--- config.mk ---
export PLATFORM = sky130hd
export DESIGN_NAME = siren_output_driver_flat
export DESIGN_NICKNAME = d
export VERILOG_FILES = /design/src/rtl/siren_output_driver_if.sv /design/src/rtl/siren_output_driver.sv /design/src/flat_wrapper.sv
export SDC_FILE = /design/constraint.sdc
export NUM_CORES = 1
export LEC_CHECK = 0
export CORE_MARGIN = 5
export CORE_UTILIZATION = 40
export DETAILED_ROUTE_END_ITERATION = 6
export SLEW_MARGIN = 15
export SYNTH_ARGS = -nofsm -noshare
export SYNTH_HDL_FRONTEND = slang
export SYNTH_SLANG_ARGS = --single-unit
--- constraint.sdc ---
create_clock -name clock -period 3.4 [get_ports clock]
set_input_delay 0.85 -clock clock [delete_from_list [all_inputs] [get_ports clock]]
set_output_delay 0.85 -clock clock [all_outputs]
set_load 0.02 [all_outputs]
--- src/rtl/siren_output_driver_if.sv ---
// Signal bundle between the alarm FSM and the siren output stage.
// The FSM side (master) drives the request levels; the driver side (slave)
// returns the physical output levels.
interface siren_output_driver_if;
  logic siren;
  logic statusIndicator;
  logic speaker;
  logic statusLed;
  logic sirenLamp;
  logic sirenActive;
  logic timedOut;

  modport master (
    output siren,
    output statusIndicator,
    input  speaker,
    input  statusLed,
    input  sirenLamp,
    input  sirenActive,
    input  timedOut
  );

  modport slave (
    input  siren,
    input  statusIndicator,
    output speaker,
    output statusLed,
    output sirenLamp,
    output sirenActive,
    output timedOut
  );
endinterface

--- src/rtl/siren_output_driver.sv ---
// Output stage of the anti-theft alarm: two-tone warbling speaker drive,
// registered status LED, siren lamp, and a cap on continuous sounding time
// after which the speaker is muted until siren is released and re-asserted.
module siren_output_driver #(
  parameter int unsigned SEC_COUNT    = 100000000,
  parameter int unsigned MAX_SIREN_S  = 30,
  parameter int unsigned TONE_HI_HALF = 25000,
  parameter int unsigned TONE_LO_HALF = 41667,
  parameter int unsigned WARBLE_COUNT = 25000000
) (
  input  logic                   clock,
  input  logic                   systemReset,
  siren_output_driver_if.slave   bus
);

  localparam int unsigned TONE_MAX = (TONE_HI_HALF > TONE_LO_HALF) ? TONE_HI_HALF : TONE_LO_HALF;
  localparam int unsigned TICK_W   = $clog2(SEC_COUNT) + 1;
  localparam int unsigned SEC_W    = $clog2(MAX_SIREN_S) + 1;
  localparam int unsigned TONE_W   = $clog2(TONE_MAX) + 1;
  localparam int unsigned WARB_W   = $clog2(WARBLE_COUNT) + 1;

  localparam logic [TICK_W-1:0] TICK_LAST = TICK_W'(SEC_COUNT - 1);
  localparam logic [TICK_W-1:0] TICK_ONE  = TICK_W'(1);
  localparam logic [SEC_W-1:0]  SEC_LAST  = SEC_W'(MAX_SIREN_S - 1);
  localparam logic [SEC_W-1:0]  SEC_ONE   = SEC_W'(1);
  localparam logic [TONE_W-1:0] HI_LAST   = TONE_W'(TONE_HI_HALF - 1);
  localparam logic [TONE_W-1:0] LO_LAST   = TONE_W'(TONE_LO_HALF - 1);
  localparam logic [TONE_W-1:0] TONE_ONE  = TONE_W'(1);
  localparam logic [WARB_W-1:0] WARB_LAST = WARB_W'(WARBLE_COUNT - 1);
  localparam logic [WARB_W-1:0] WARB_ONE  = WARB_W'(1);

  typedef enum logic [1:0] {
    ST_IDLE     = 2'd0,
    ST_SOUNDING = 2'd1,
    ST_MUTED    = 2'd2
  } state_t;

  state_t              state_r;
  state_t              next_state_s;
  logic [TICK_W-1:0]   tick_cnt_r;
  logic [SEC_W-1:0]    sec_cnt_r;
  logic [TONE_W-1:0]   tone_cnt_r;
  logic [WARB_W-1:0]   warble_cnt_r;
  logic                tone_hi_r;
  logic                speaker_r;
  logic                status_led_r;
  logic                siren_active_r;
  logic                siren_lamp_r;
  logic                timed_out_r;

  logic                tick_wrap_s;
  logic                timeout_s;
  logic                tone_last_s;
  logic                warble_last_s;
  logic                keep_sounding_s;
  logic                siren_active_s;
  logic                siren_lamp_s;
  logic                timed_out_s;

  // Terminal-count decodes for the second timer and the tone/warble dividers.
  always_comb begin
    tick_wrap_s   = (tick_cnt_r == TICK_LAST);
    timeout_s     = tick_wrap_s && (sec_cnt_r == SEC_LAST);
    warble_last_s = (warble_cnt_r == WARB_LAST);
    if (tone_hi_r) begin
      tone_last_s = (tone_cnt_r == HI_LAST);
    end else begin
      tone_last_s = (tone_cnt_r == LO_LAST);
    end
  end

  // State register.
  always_ff @(posedge clock or posedge systemReset) begin
    if (systemReset) begin
      state_r <= ST_IDLE;
    end else begin
      state_r <= next_state_s;
    end
  end

  // Next-state logic; a released siren takes priority over the timeout.
  always_comb begin
    next_state_s = ST_IDLE;
    case (state_r)
      ST_IDLE: begin
        if (bus.siren) next_state_s = ST_SOUNDING;
        else           next_state_s = ST_IDLE;
      end
      ST_SOUNDING: begin
        if (!bus.siren)    next_state_s = ST_IDLE;
        else if (timeout_s) next_state_s = ST_MUTED;
        else               next_state_s = ST_SOUNDING;
      end
      ST_MUTED: begin
        if (bus.siren) next_state_s = ST_MUTED;
        else           next_state_s = ST_IDLE;
      end
      default: next_state_s = ST_IDLE;
    endcase
  end

  // Output decode of the next state, so flags change on the same edge as the state.
  always_comb begin
    siren_active_s  = 1'b0;
    siren_lamp_s    = 1'b0;
    timed_out_s     = 1'b0;
    keep_sounding_s = (state_r == ST_SOUNDING) && (next_state_s == ST_SOUNDING);
    case (next_state_s)
      ST_SOUNDING: begin
        siren_active_s = 1'b1;
        siren_lamp_s   = 1'b1;
      end
      ST_MUTED: begin
        siren_lamp_s = 1'b1;
        timed_out_s  = 1'b1;
      end
      default: begin
        siren_active_s = 1'b0;
        siren_lamp_s   = 1'b0;
        timed_out_s    = 1'b0;
      end
    endcase
  end

  // Register the status LED and the state-derived flags.
  always_ff @(posedge clock or posedge systemReset) begin
    if (systemReset) begin
      status_led_r   <= 1'b0;
      siren_active_r <= 1'b0;
      siren_lamp_r   <= 1'b0;
      timed_out_r    <= 1'b0;
    end else begin
      status_led_r   <= bus.statusIndicator;
      siren_active_r <= siren_active_s;
      siren_lamp_r   <= siren_lamp_s;
      timed_out_r    <= timed_out_s;
    end
  end

  // Timers and warbling tone; everything is cleared whenever we are not
  // staying in SOUNDING, which also gives a clean start on entry.
  always_ff @(posedge clock or posedge systemReset) begin
    if (systemReset) begin
      tick_cnt_r   <= '0;
      sec_cnt_r    <= '0;
      tone_cnt_r   <= '0;
      warble_cnt_r <= '0;
      tone_hi_r    <= 1'b1;
      speaker_r    <= 1'b0;
    end else if (!keep_sounding_s) begin
      tick_cnt_r   <= '0;
      sec_cnt_r    <= '0;
      tone_cnt_r   <= '0;
      warble_cnt_r <= '0;
      tone_hi_r    <= 1'b1;
      speaker_r    <= 1'b0;
    end else begin
      if (tick_wrap_s) begin
        tick_cnt_r <= '0;
        sec_cnt_r  <= sec_cnt_r + SEC_ONE;
      end else begin
        tick_cnt_r <= tick_cnt_r + TICK_ONE;
      end

      if (warble_last_s) begin
        warble_cnt_r <= '0;
        tone_hi_r    <= ~tone_hi_r;
        tone_cnt_r   <= '0;
      end else begin
        warble_cnt_r <= warble_cnt_r + WARB_ONE;
        if (tone_last_s) tone_cnt_r <= '0;
        else             tone_cnt_r <= tone_cnt_r + TONE_ONE;
      end

      if (tone_last_s) speaker_r <= ~speaker_r;
      else             speaker_r <= speaker_r;
    end
  end

  assign bus.speaker     = speaker_r;
  assign bus.statusLed   = status_led_r;
  assign bus.sirenLamp   = siren_lamp_r;
  assign bus.sirenActive = siren_active_r;
  assign bus.timedOut    = timed_out_r;

endmodule
--- src/flat_wrapper.sv ---
// flat-port wrapper written by rule: the top's interface ports become plain ports
module siren_output_driver_flat 
#(
  parameter int unsigned SEC_COUNT    = 100000000,
  parameter int unsigned MAX_SIREN_S  = 30,
  parameter int unsigned TONE_HI_HALF = 25000,
  parameter int unsigned TONE_LO_HALF = 41667,
  parameter int unsigned WARBLE_COUNT = 25000000
)
  (clock, systemReset, bus_siren, bus_statusIndicator, bus_speaker, bus_statusLed, bus_sirenLamp, bus_sirenActive, bus_timedOut);
  siren_output_driver_if bus_i ();
  input  logic clock;
  input  logic systemReset;
  input wire logic [$bits(bus_i.siren)-1:0] bus_siren;
  input wire logic [$bits(bus_i.statusIndicator)-1:0] bus_statusIndicator;
  output wire logic [$bits(bus_i.speaker)-1:0] bus_speaker;
  output wire logic [$bits(bus_i.statusLed)-1:0] bus_statusLed;
  output wire logic [$bits(bus_i.sirenLamp)-1:0] bus_sirenLamp;
  output wire logic [$bits(bus_i.sirenActive)-1:0] bus_sirenActive;
  output wire logic [$bits(bus_i.timedOut)-1:0] bus_timedOut;
  assign bus_i.siren = bus_siren;
  assign bus_i.statusIndicator = bus_statusIndicator;
  assign bus_speaker = bus_i.speaker;
  assign bus_statusLed = bus_i.statusLed;
  assign bus_sirenLamp = bus_i.sirenLamp;
  assign bus_sirenActive = bus_i.sirenActive;
  assign bus_timedOut = bus_i.timedOut;
  siren_output_driver #(.SEC_COUNT(SEC_COUNT), .MAX_SIREN_S(MAX_SIREN_S), .TONE_HI_HALF(TONE_HI_HALF), .TONE_LO_HALF(TONE_LO_HALF), .WARBLE_COUNT(WARBLE_COUNT)) u_core (.clock(clock), .systemReset(systemReset), .bus(bus_i));
endmodule
==> qor.csv, run 1 <==
stage;metric;value;unit
logic_synthesis;synth_commonest_cells;nor2_1, dfrtp_1, xor2_1;
floorplan;die_w;113;um
clock_tree;cts_buffers;9;
worst_setup_path;path_class;reg2reg;
worst_setup_path;critical_path.top_delay_family;simple AND/OR/NAND/NOR gates;
logic_synthesis;synth_compound_area_share;2.60;%
power_and_ir_drop;max-vdd-ir-drop;0.221;mV
worst_setup_path;cp_data_required_time;3.63;ns
timing;max_freq;0.331;GHz
logic_synthesis;syn_inst;422;
min_path;hold_path.class;reg2reg;
timing;worst_slack;0.380;ns
global_routing;grt_start_max_net_pins;57;
logic_synthesis;yosysMostFrequentCell;nor2_1;
clock_tree;clkSinkCount;85;
logic_synthesis;synth.distinct_cells;46;
timing;setup_viol;0;
logic_synthesis;synth_top_cell_by_area;dfrtp_1;
timing;min_period_over_period;88.8;%
logic_synthesis;synthesis.nets;433;
route;wl;7720;um
floorplan;die_y;113;um
logic_synthesis;ys_seq_area_share;50.2;%
min_path;hold_depth;1;
floorplan;rows;37;
timing;hold_viol;0;
worst_setup_path;crit_path_top_delay_cell;or4_1;
clock_tree;ctsHtreeMaxLevel;3;
floorplan;ios;9;
worst_setup_path;rrSetupSlack;0.38;ns
route;drt_iter0_markers;139;
logic_synthesis;syn-cell-area;4240;um^2
clock_tree;cts_setup_buffers;0;
cells_and_area;fillers;1016;
floorplan;dieArea;12800;um^2
worst_setup_path;reg2reg_depth;12;
logic_synthesis;synth_mux_area_share;0;%
clock_tree;root_buffer;clkbuf_8;
worst_setup_path;reg2reg_to;u_core.warble_cnt_r[9];
power_and_ir_drop;p_per_area;382;nW/um^2
clock_tree;cts_tree;done;
min_path;min-delay-start;u_core.tick_cnt_r[0];
worst_setup_path;path_cells;ha_1 > nand4_1 > or4_1 > nor2_4 > nand3_1 > o22a_1 > ha_1 > nand2_1 > nor2_1 > o21ai_2 > buf_4 > nor2_1;
place;dp_worst_setup_slack;0.317;ns
logic_synthesis;synthTopCellsByArea;dfrtp_1, xor2_1, nor2_1, xnor2_1, nand3_1;
worst_setup_path;cp-end-kind;flop;
worst_setup_path;max_stage_delay;0.66;ns
timing;maxSlewViolCount;0;
run_status;status;completed;
logic_synthesis;yosys.area_share.simple;28.9;%
route;routedWlPerCell;13.5;um
logic_synthesis;synth_top_area_share;49.6;%
timing;tightest_slew;0.686;ns
clock_tree;postCtsHoldBufs;0;
clock_tree;clk_path_buf_depth;2;
global_routing;antenna_found_initial;0;
worst_setup_path;start_kind;flop;
logic_synthesis;synth_xor_area_share;13.8;%
logic_synthesis;synth_top_family_by_area;simple AND/OR/NAND/NOR gates;
timing;fin_crit;3.02;ns
timing;fin_worst_skew;0.0108;ns
route;ant_nets;0;
place;placed_cell_area;4470;um^2
logic_synthesis;synth_edf_count;0;
cells_and_area;diodes;0;
logic_synthesis;synth_flop_cell;dfrtp_1;
clock_tree;clk-insertion-delay-late;0.35;ns
route;viasPerCell;5.18;
logic_synthesis;synth.avg_cell_area;10.0;um^2
place;portBuffers;8;
clock_tree;clk_pin_slew;0.08;ns
route;vias;2969;
place;place_congestion;0.772;
cells_and_area;syn2layout_area_growth;10.1;%
worst_setup_path;path_max_fanout;29;
route;firstDrtPassIters;4;
global_routing;grt_pass1_wl;14100;um
power_and_ir_drop;power_leakage;0.00192;uW
logic_synthesis;synthAdderAreaFrac;2.07;%
global_routing;grt_pass1_vias;3059;
place;place.detailed.hpwl;5220;um
timing;maxSlewHeadroom;53.9;%
global_routing;grt_use_total;13.3;%
power_and_ir_drop;p_total;1780;uW
logic_synthesis;postSynth.asyncResetShare;100;%
worst_setup_path;crit_buf_inv;1;
timing;rsz0062_at_grt;no;
clock_tree;cts_resized;0;
global_routing;overflow;0;
cells_and_area;drive_above_1_share;7.78;%
worst_setup_path;cp.arrival;3.25;ns
route;drc;0;
logic_synthesis;ys_ff_latch;85;
cells_and_area;nets;443;
job;drv_cap;0;
min_path;hold-path-endpoint;u_core.tick_cnt_r[0];
timing;tns;0;ns
logic_synthesis;yosys_warnings;0;
floorplan;start_util;41.0;%
cells_and_area;final_area;4670;um^2
worst_setup_path;r2r-start;u_core.tick_cnt_r[0];
floorplan;core;10300;um^2
per-layer routing:
metal | up-vias | track usage [%] | wire (um)
li1 | 1458 | - | -
met1 | 1474 | 16.9 | 3660
met2 | 27 | 22.5 | 3780
met3 | 10 | 3.26 | 190
met4 | 0 | 3.53 | 89
met5 | - | 0 | 0
area by class of cell:
cell class              count  area [um^2]  area share (%)
flip-flops and latches     85         2130            45.6
multi-input cells         313         2010            43.1
well taps                 136          170            3.65
clock buffers              12          145            3.11
repair buffers             11          115            2.47
clock inverters             4         47.5            1.02
inverters                  12         46.3           0.992
report_power, final:
group / internal (uW) / switching [uW]
combinational: 15.5 / 43.8
sequential: 1020 / 5.06
clock: 358 / 343
total: 1390 / 392
placed cells by master (no fill, tap or decap), types with 4 or more instances in the layout:
cell type and count:
ha_1 7, a31oi_1 5, nand4_1 19, xor2_1 44, nand2_1 27, and2_1 5, dfrtp_1 84, inv_1 11
clkdlybuf4s50_1 8, nor3_1 4, clkbuf_8 10, nand3_1 28, nor2_1 86, nor4b_1 4, and4_1 11, and3_1 11
xnor2_1 23
worst max path at each step:
| stage | startpoint | end | slack [ns] | cells past startpoint |
|---|---|---|---|---|
| 2_1_floorplan | systemReset | u_core.bus.sirenActive | 0.36 | 1 |
| 3_3_place_gp | u_core.tick_cnt_r[0] | u_core.warble_cnt_r[18] | 0.39 | 12 |
| 3_5_place_dp | u_core.tick_cnt_r[0] | u_core.warble_cnt_r[22] | 0.32 | 12 |
| 4_1_cts | u_core.tick_cnt_r[0] | u_core.warble_cnt_r[16] | 0.33 | 12 |
| 5_1_grt | u_core.tick_cnt_r[0] | u_core.warble_cnt_r[22] | 0.11 | 12 |
| 6_report | u_core.tick_cnt_r[0] | u_core.warble_cnt_r[9] | 0.38 | 12 |
state kept, by name, summed over array words and instances, names as in the netlist:
name,cells
u_core.bus.statusLed,1
u_core.bus.sirenLamp,1
u_core.warble_cnt_r,26
u_core.bus.timedOut,1
u_core.tone_hi_r,1
u_core.bus.speaker,1
u_core.sec_cnt_r,6
u_core.tick_cnt_r,28
u_core.tone_cnt_r,17
u_core.state_r,2
u_core.bus.sirenActive,1
metrics by stage:
step                      utilization, %  hold WS, ns  cells
after detailed placement            43.3        0.479    557
after global routing                45.2        0.517    573
final                               45.2        0.480    573
after CTS                           45.2        0.488    573
after floorplan                        -        0.455    422
after global placement              43.3        0.469    557
cells by family (layout without fill, tap and decap cells):
logic type                 after synthesis  count (layout)
adders and majority gates                7               7
DFF                                     85              85
AOI/OAI and AO/OA                       15              15
and+or+nand+nor                        224             224
buffers and inverters                   24              39
xor gates and xnor gates                67              67
Power figures use the tool's default switching activity.
==> inputs of run 2 (changes only) <==
==> constraint.sdc (replaced) <==
create_clock -name clock -period 3.9 [get_ports clock]
set_input_delay 0.975 -clock clock [delete_from_list [all_inputs] [get_ports clock]]
set_output_delay 0.975 -clock clock [all_outputs]
set_load 0.02 [all_outputs]
==> run 2 against run 1 <==
Cell area increased by 1.2%. Critical path depth unchanged. Setup slack improved by 0.46 ns. Cell count decreased by 0.17%. Via count unchanged.
==> qor.csv, run 2 (synthesis results as in run 1) <==
stage;metric;value;unit
min_path;hold_path.class;reg2reg;
route;routedWlPerCell;13.4;um
global_routing;grt_pass1_wl;13700;um
place;place.detailed.hpwl;5160;um
cells_and_area;finalNonFillerCells;572;
clock_tree;cts_setup_buffers;0;
timing;setup_viol;0;
timing;max_freq;0.327;GHz
power_and_ir_drop;combinationalPowerShare;3.0;%
run_status;status;completed;
timing;hold_viol;0;
timing;worst_slack;0.843;ns
floorplan;start_util;41.0;%
cells_and_area;final_cell_mix;nor2_1, dfrtp_1, xor2_1, nand3_1, nand2_1;
min_path;min-delay-start;u_core.tick_cnt_r[0];
global_routing;grt_start_max_net_pins;86;
clock_tree;postCtsHoldBufs;0;
clock_tree;clk_path_buf_depth;2;
worst_setup_path;r2r-start;u_core.tick_cnt_r[0];
place;portBuffers;8;
global_routing;overflow;0;
cells_and_area;multi_input_area;2010;um^2
cells_and_area;largest_reg_flops;28;
place;dp_worst_setup_slack;0.682;ns
cells_and_area;largest_registers;u_core.tick_cnt_r: 28 flops, u_core.warble_cnt_r: 26 flops, u_core.tone_cnt_r: 17 flops;
cells_and_area;syn2layout_area_growth;11.5;%
place;place_inst;556;
floorplan;ios;9;
cells_and_area;nets;442;
cells_and_area;diodes;0;
timing;min_period_over_period;78.4;%
place;place_congestion;0.762;
timing;rsz0062_at_grt;no;
cells_and_area;utilization;45.8;%
clock_tree;ctsHtreeMaxLevel;3;
cells_and_area;regArea;2130;um^2
global_routing;grt_pass1_vias;2926;
route;drc;0;
floorplan;die_y;113;um
cells_and_area;final_common_cell;nor2_1;
clock_tree;clk_pin_slew;0.08;ns
global_routing;antenna_found_initial;0;
power_and_ir_drop;p_int;1360;uW
job;drv_cap;0;
power_and_ir_drop;p_sw;362;uW
power_and_ir_drop;clock_power_share;45.3;%
clock_tree;cts_tree;done;
timing;fin_worst_skew;0.0132;ns
worst_setup_path;cp-end-kind;flop;
cells_and_area;drive_above_1_share;8.03;%
worst_setup_path;cp.arrival;3.30;ns
global_routing;grt_use_total;13.2;%
worst_setup_path;start_kind;flop;
power_and_ir_drop;max-vdd-ir-drop;0.199;mV
clock_tree;cts_buffers;9;
route;ant_nets;0;
worst_setup_path;reg2reg_depth;12;
floorplan;core;10300;um^2
cells_and_area;top_register;u_core.tick_cnt_r;
route;vias;2969;
route;wl;7690;um
min_path;hold-path-endpoint;u_core.tick_cnt_r[0];
route;drt_iter0_markers;170;
worst_setup_path;reg2reg_to;u_core.warble_cnt_r[12];
floorplan;dieArea;12800;um^2
timing;maxSlewHeadroom;54.2;%
clock_tree;clk-insertion-delay-late;0.36;ns
timing;tightest_slew;0.681;ns
timing;tns;0;ns
worst_setup_path;path_class;reg2reg;
power_and_ir_drop;p_per_area;365;nW/um^2
power_and_ir_drop;switching_share;21.0;%
floorplan;die_w;113;um
worst_setup_path;cp_data_required_time;4.14;ns
power_and_ir_drop;power_frac_seq;51.7;%
clock_tree;root_buffer;clkbuf_8;
worst_setup_path;path_max_fanout;29;
route;viasPerCell;5.19;
timing;maxSlewViolCount;0;
timing;fin_crit;3.06;ns
route;firstDrtPassIters;5;
floorplan;rows;37;
worst_setup_path;rrSetupSlack;0.84;ns
min_path;hold_depth;1;
power_and_ir_drop;power_leakage;0.00194;uW
cells_and_area;fillers;1003;
clock_tree;clkSinkCount;85;
clock_tree;cts_resized;0;
run 2: cell types whose count changed in the layout (fill, tap and decap cells not counted):
| cell | before | now |
|---|---|---|
| buf_4 | 2 | 1 |
| bufinv_16 | 1 | 3 |
| clkbuf_1 | 2 | 0 |
| clkbuf_8 | 10 | 11 |
| clkinv_2 | 3 | 1 |
| clkinv_4 | 0 | 1 |
run 2: layout make-up:
class	instances	share of cell area, %
well taps	136	3.60
multi-input cells	313	42.6
clock inverters	5	2.25
repair buffers	10	2.28
inverters	12	0.980
clock buffers	11	3.21
flip-flops and latches	85	45.1
run 2: power groups by stage:
stage	Sequential (uW)	Combinational [uW]	Clock [uW]
final	890	51.3	781
after global routing	891	60.6	850
after CTS	890	54.4	807
after detailed placement	907	54.4	0
after global placement	907	53.6	0
after floorplan	909	32.7	0
run 2: worst max-delay path by stage:
stage / start / endpoint / slack, ns
after detailed placement: bus_siren / u_core.tone_cnt_r[5] / 0.68
after floorplan: systemReset / u_core.bus.sirenActive / 0.73
final: u_core.tick_cnt_r[0] / u_core.warble_cnt_r[12] / 0.84
after global placement: bus_siren / u_core.tone_cnt_r[5] / 0.87
after CTS: u_core.tick_cnt_r[0] / u_core.warble_cnt_r[8] / 0.83
after global routing: u_core.tick_cnt_r[0] / u_core.warble_cnt_r[10] / 0.61
run 2: per-layer routing:
metal	up-vias	track usage, %	share of wire (%)
li1	1457	-	-
met1	1464	16.3	46
met2	38	22.0	49
met3	10	4.01	3.2
met4	0	4.57	1.6
met5	-	0	0
run 2: worst max-delay path, stage by stage, from the launching register on:
cell and delay (ns):
dfrtp_1 0.39, ha_1 0.23, nand4_1 0.18, or4_1 0.66
nor2_4 0.25, nand3_1 0.13, o22a_1 0.22, ha_1 0.19
nand2_1 0.08, nor2_1 0.11, o21ai_2 0.09, buf_4 0.32
nor2_1 0.09
run 2: metrics by stage:
stage	power (uW)	instance area, um^2	hold WS [ns]
6_report	1720	4720	0.488
2_1_floorplan	941	4240	0.455
4_1_cts	1750	4720	0.490
3_5_place_dp	962	4470	0.479
5_1_grt	1800	4720	0.514
3_3_place_gp	961	4470	0.473
==> inputs of run 3 (changes only) <==
==> constraint.sdc (replaced) <==
create_clock -name clock -period 3.14 [get_ports clock]
set_input_delay 0.785 -clock clock [delete_from_list [all_inputs] [get_ports clock]]
set_output_delay 0.785 -clock clock [all_outputs]
set_load 0.02 [all_outputs]
==> run 3 against run 2 <==
Via count shrank 1.7%. Combinational power grew 28%. Sequential share of layout area grew 0.096 points.
==> qor.csv, run 3 (synthesis results as in run 1) <==
stage;metric;value;unit
worst_setup_path;critical_path.top_delay_family;simple AND/OR/NAND/NOR gates;
global_routing;antenna_found_initial;0;
power_and_ir_drop;p_sw;439;uW
route;met3_length;241;um
route;wl_met2;3790;um
timing;fin_worst_skew;0.0114;ns
place;dp_worst_setup_slack;0.169;ns
cells_and_area;final_cell_mix;nor2_1, dfrtp_1, xor2_1, nand3_1, nand2_1;
route;routedWlPerCell;13.3;um
timing;fin_crit;2.81;ns
clock_tree;postCtsHoldBufs;0;
job;drv_cap;0;
worst_setup_path;cp-end-kind;flop;
timing;tightest_slew;0.741;ns
power_and_ir_drop;combinationalPowerShare;3.2;%
power_and_ir_drop;switching_share;21.5;%
worst_setup_path;path_class;reg2reg;
worst_setup_path;start_kind;flop;
worst_setup_path;cp_data_required_time;3.38;ns
global_routing;grt_use_total;13.1;%
clock_tree;clk-insertion-delay-late;0.37;ns
power_and_ir_drop;power_frac_seq;54.0;%
floorplan;die_y;113;um
timing;rsz0062_at_grt;no;
worst_setup_path;path_cells;ha_1 > nand4_1 > or4_1 > nor2_4 > nand3_1 > o22a_1 > ha_1 > nand2_1 > nor2_1 > o21ai_2 > buf_4 > nor2_1;
worst_setup_path;max_stage_delay;0.52;ns
timing;maxSlewViolCount;0;
power_and_ir_drop;p_int;1610;uW
clock_tree;ctsHtreeMaxLevel;3;
clock_tree;cts_tree;done;
cells_and_area;diodes;0;
timing;maxSlewHeadroom;50.2;%
cells_and_area;top_register;u_core.tick_cnt_r;
clock_tree;cts_buffers;9;
min_path;min-delay-start;u_core.tick_cnt_r[0];
place;place.detailed.hpwl;5140;um
route;wl;7670;um
route;top_layer;met4;
power_and_ir_drop;power_leakage;0.00194;uW
clock_tree;clkSinkCount;85;
worst_setup_path;crit_path_top_delay_cell;or4_1;
power_and_ir_drop;clock_power_share;42.8;%
timing;max_freq;0.356;GHz
worst_setup_path;crit_buf_inv;1;
power_and_ir_drop;max-vdd-ir-drop;0.278;mV
floorplan;start_util;41.0;%
place;place_congestion;0.785;
cells_and_area;largest_reg_flops;28;
cells_and_area;finalNonFillerCells;575;
floorplan;dieArea;12800;um^2
worst_setup_path;path_max_fanout;29;
clock_tree;clk_pin_slew;0.07;ns
cells_and_area;syn2layout_area_growth;11.2;%
global_routing;grt_pass1_wl;13700;um
cells_and_area;largest_registers;u_core.tick_cnt_r: 28 flops, u_core.warble_cnt_r: 26 flops, u_core.tone_cnt_r: 17 flops;
cells_and_area;final_common_cell;nor2_1;
worst_setup_path;cp.arrival;3.05;ns
cells_and_area;fillers;976;
timing;setup_viol;0;
floorplan;core;10300;um^2
place;portBuffers;8;
worst_setup_path;startpoint;u_core.tick_cnt_r[0];
cells_and_area;drive_above_1_share;8.43;%
timing;tns;0;ns
floorplan;ios;9;
worst_setup_path;r2r-start;u_core.tick_cnt_r[0];
timing;min_period_over_period;89.4;%
global_routing;grt_pass1_vias;2943;
floorplan;rows;37;
global_routing;grt_start_max_net_pins;37;
route;ant_nets;0;
timing;hold_viol;0;
worst_setup_path;rrSetupSlack;0.33;ns
route;firstDrtPassIters;4;
route;vias;2919;
clock_tree;clk_path_buf_depth;2;
floorplan;die_w;113;um
route;drt_iter0_markers;140;
timing;worst_slack;0.331;ns
global_routing;overflow;0;
route;drc;0;
run_status;status;completed;
place;place_inst;559;
clock_tree;root_buffer;clkbuf_8;
clock_tree;cts_resized;0;
route;m1WireLength;3520;um
min_path;hold_path.class;reg2reg;
cells_and_area;nets;445;
route;viasPerCell;5.08;
power_and_ir_drop;p_per_area;434;nW/um^2
clock_tree;cts_setup_buffers;0;
run 3: worst paths after layout:
| kind | end | cells past startpoint |
|---|---|---|
| max in group asynchronous | u_core.tick_cnt_r[25] | 3 |
| worst max register to register | u_core.warble_cnt_r[18] | 12 |
| min in group asynchronous | u_core.bus.statusLed | 2 |
| worst min-delay path | u_core.tick_cnt_r[0] | 1 |
| worst max-delay path | u_core.warble_cnt_r[18] | 12 |
| worst min register to register | u_core.tick_cnt_r[0] | 1 |
run 3: final cells by class:
class,instances,area (um^2),area share [%]
flip-flops and latches,85,2130,45.2
multi-input cells,313,2010,42.7
well taps,136,170,3.61
clock buffers,12,155,3.29
repair buffers,13,130,2.76
clock inverters,4,70.1,1.49
inverters,12,46.3,0.982
run 3: layer usage:
| metal | vias up | GRT usage, % |
|---|---|---|
| met2 | 23 | 22.1 |
| li1 | 1462 | - |
| met1 | 1420 | 15.9 |
| met4 | 0 | 5.05 |
| met3 | 14 | 3.64 |
| met5 | - | 0 |
run 3: metrics by stage:
step           total power (uW)  utilization, %  hold WS, ns  instance area (um^2)
6_report                   2050            45.7        0.490                  4710
5_1_grt                    2130            45.7        0.533                  4710
4_1_cts                    2080            45.7        0.495                  4710
3_5_place_dp               1200            43.5        0.484                  4490
3_3_place_gp               1190            43.5        0.470                  4490
2_1_floorplan              1170               -        0.455                  4240
run 3: power by group through the flow:
stage                     Combinational, uW  Sequential [uW]  Clock [uW]
after detailed placement               69.1             1130           0
after global placement                 67.8             1130           0
after CTS                              69.1             1110         909
after global routing                   76.7             1110         950
final                                  65.6             1110         875
after floorplan                        40.6             1130           0
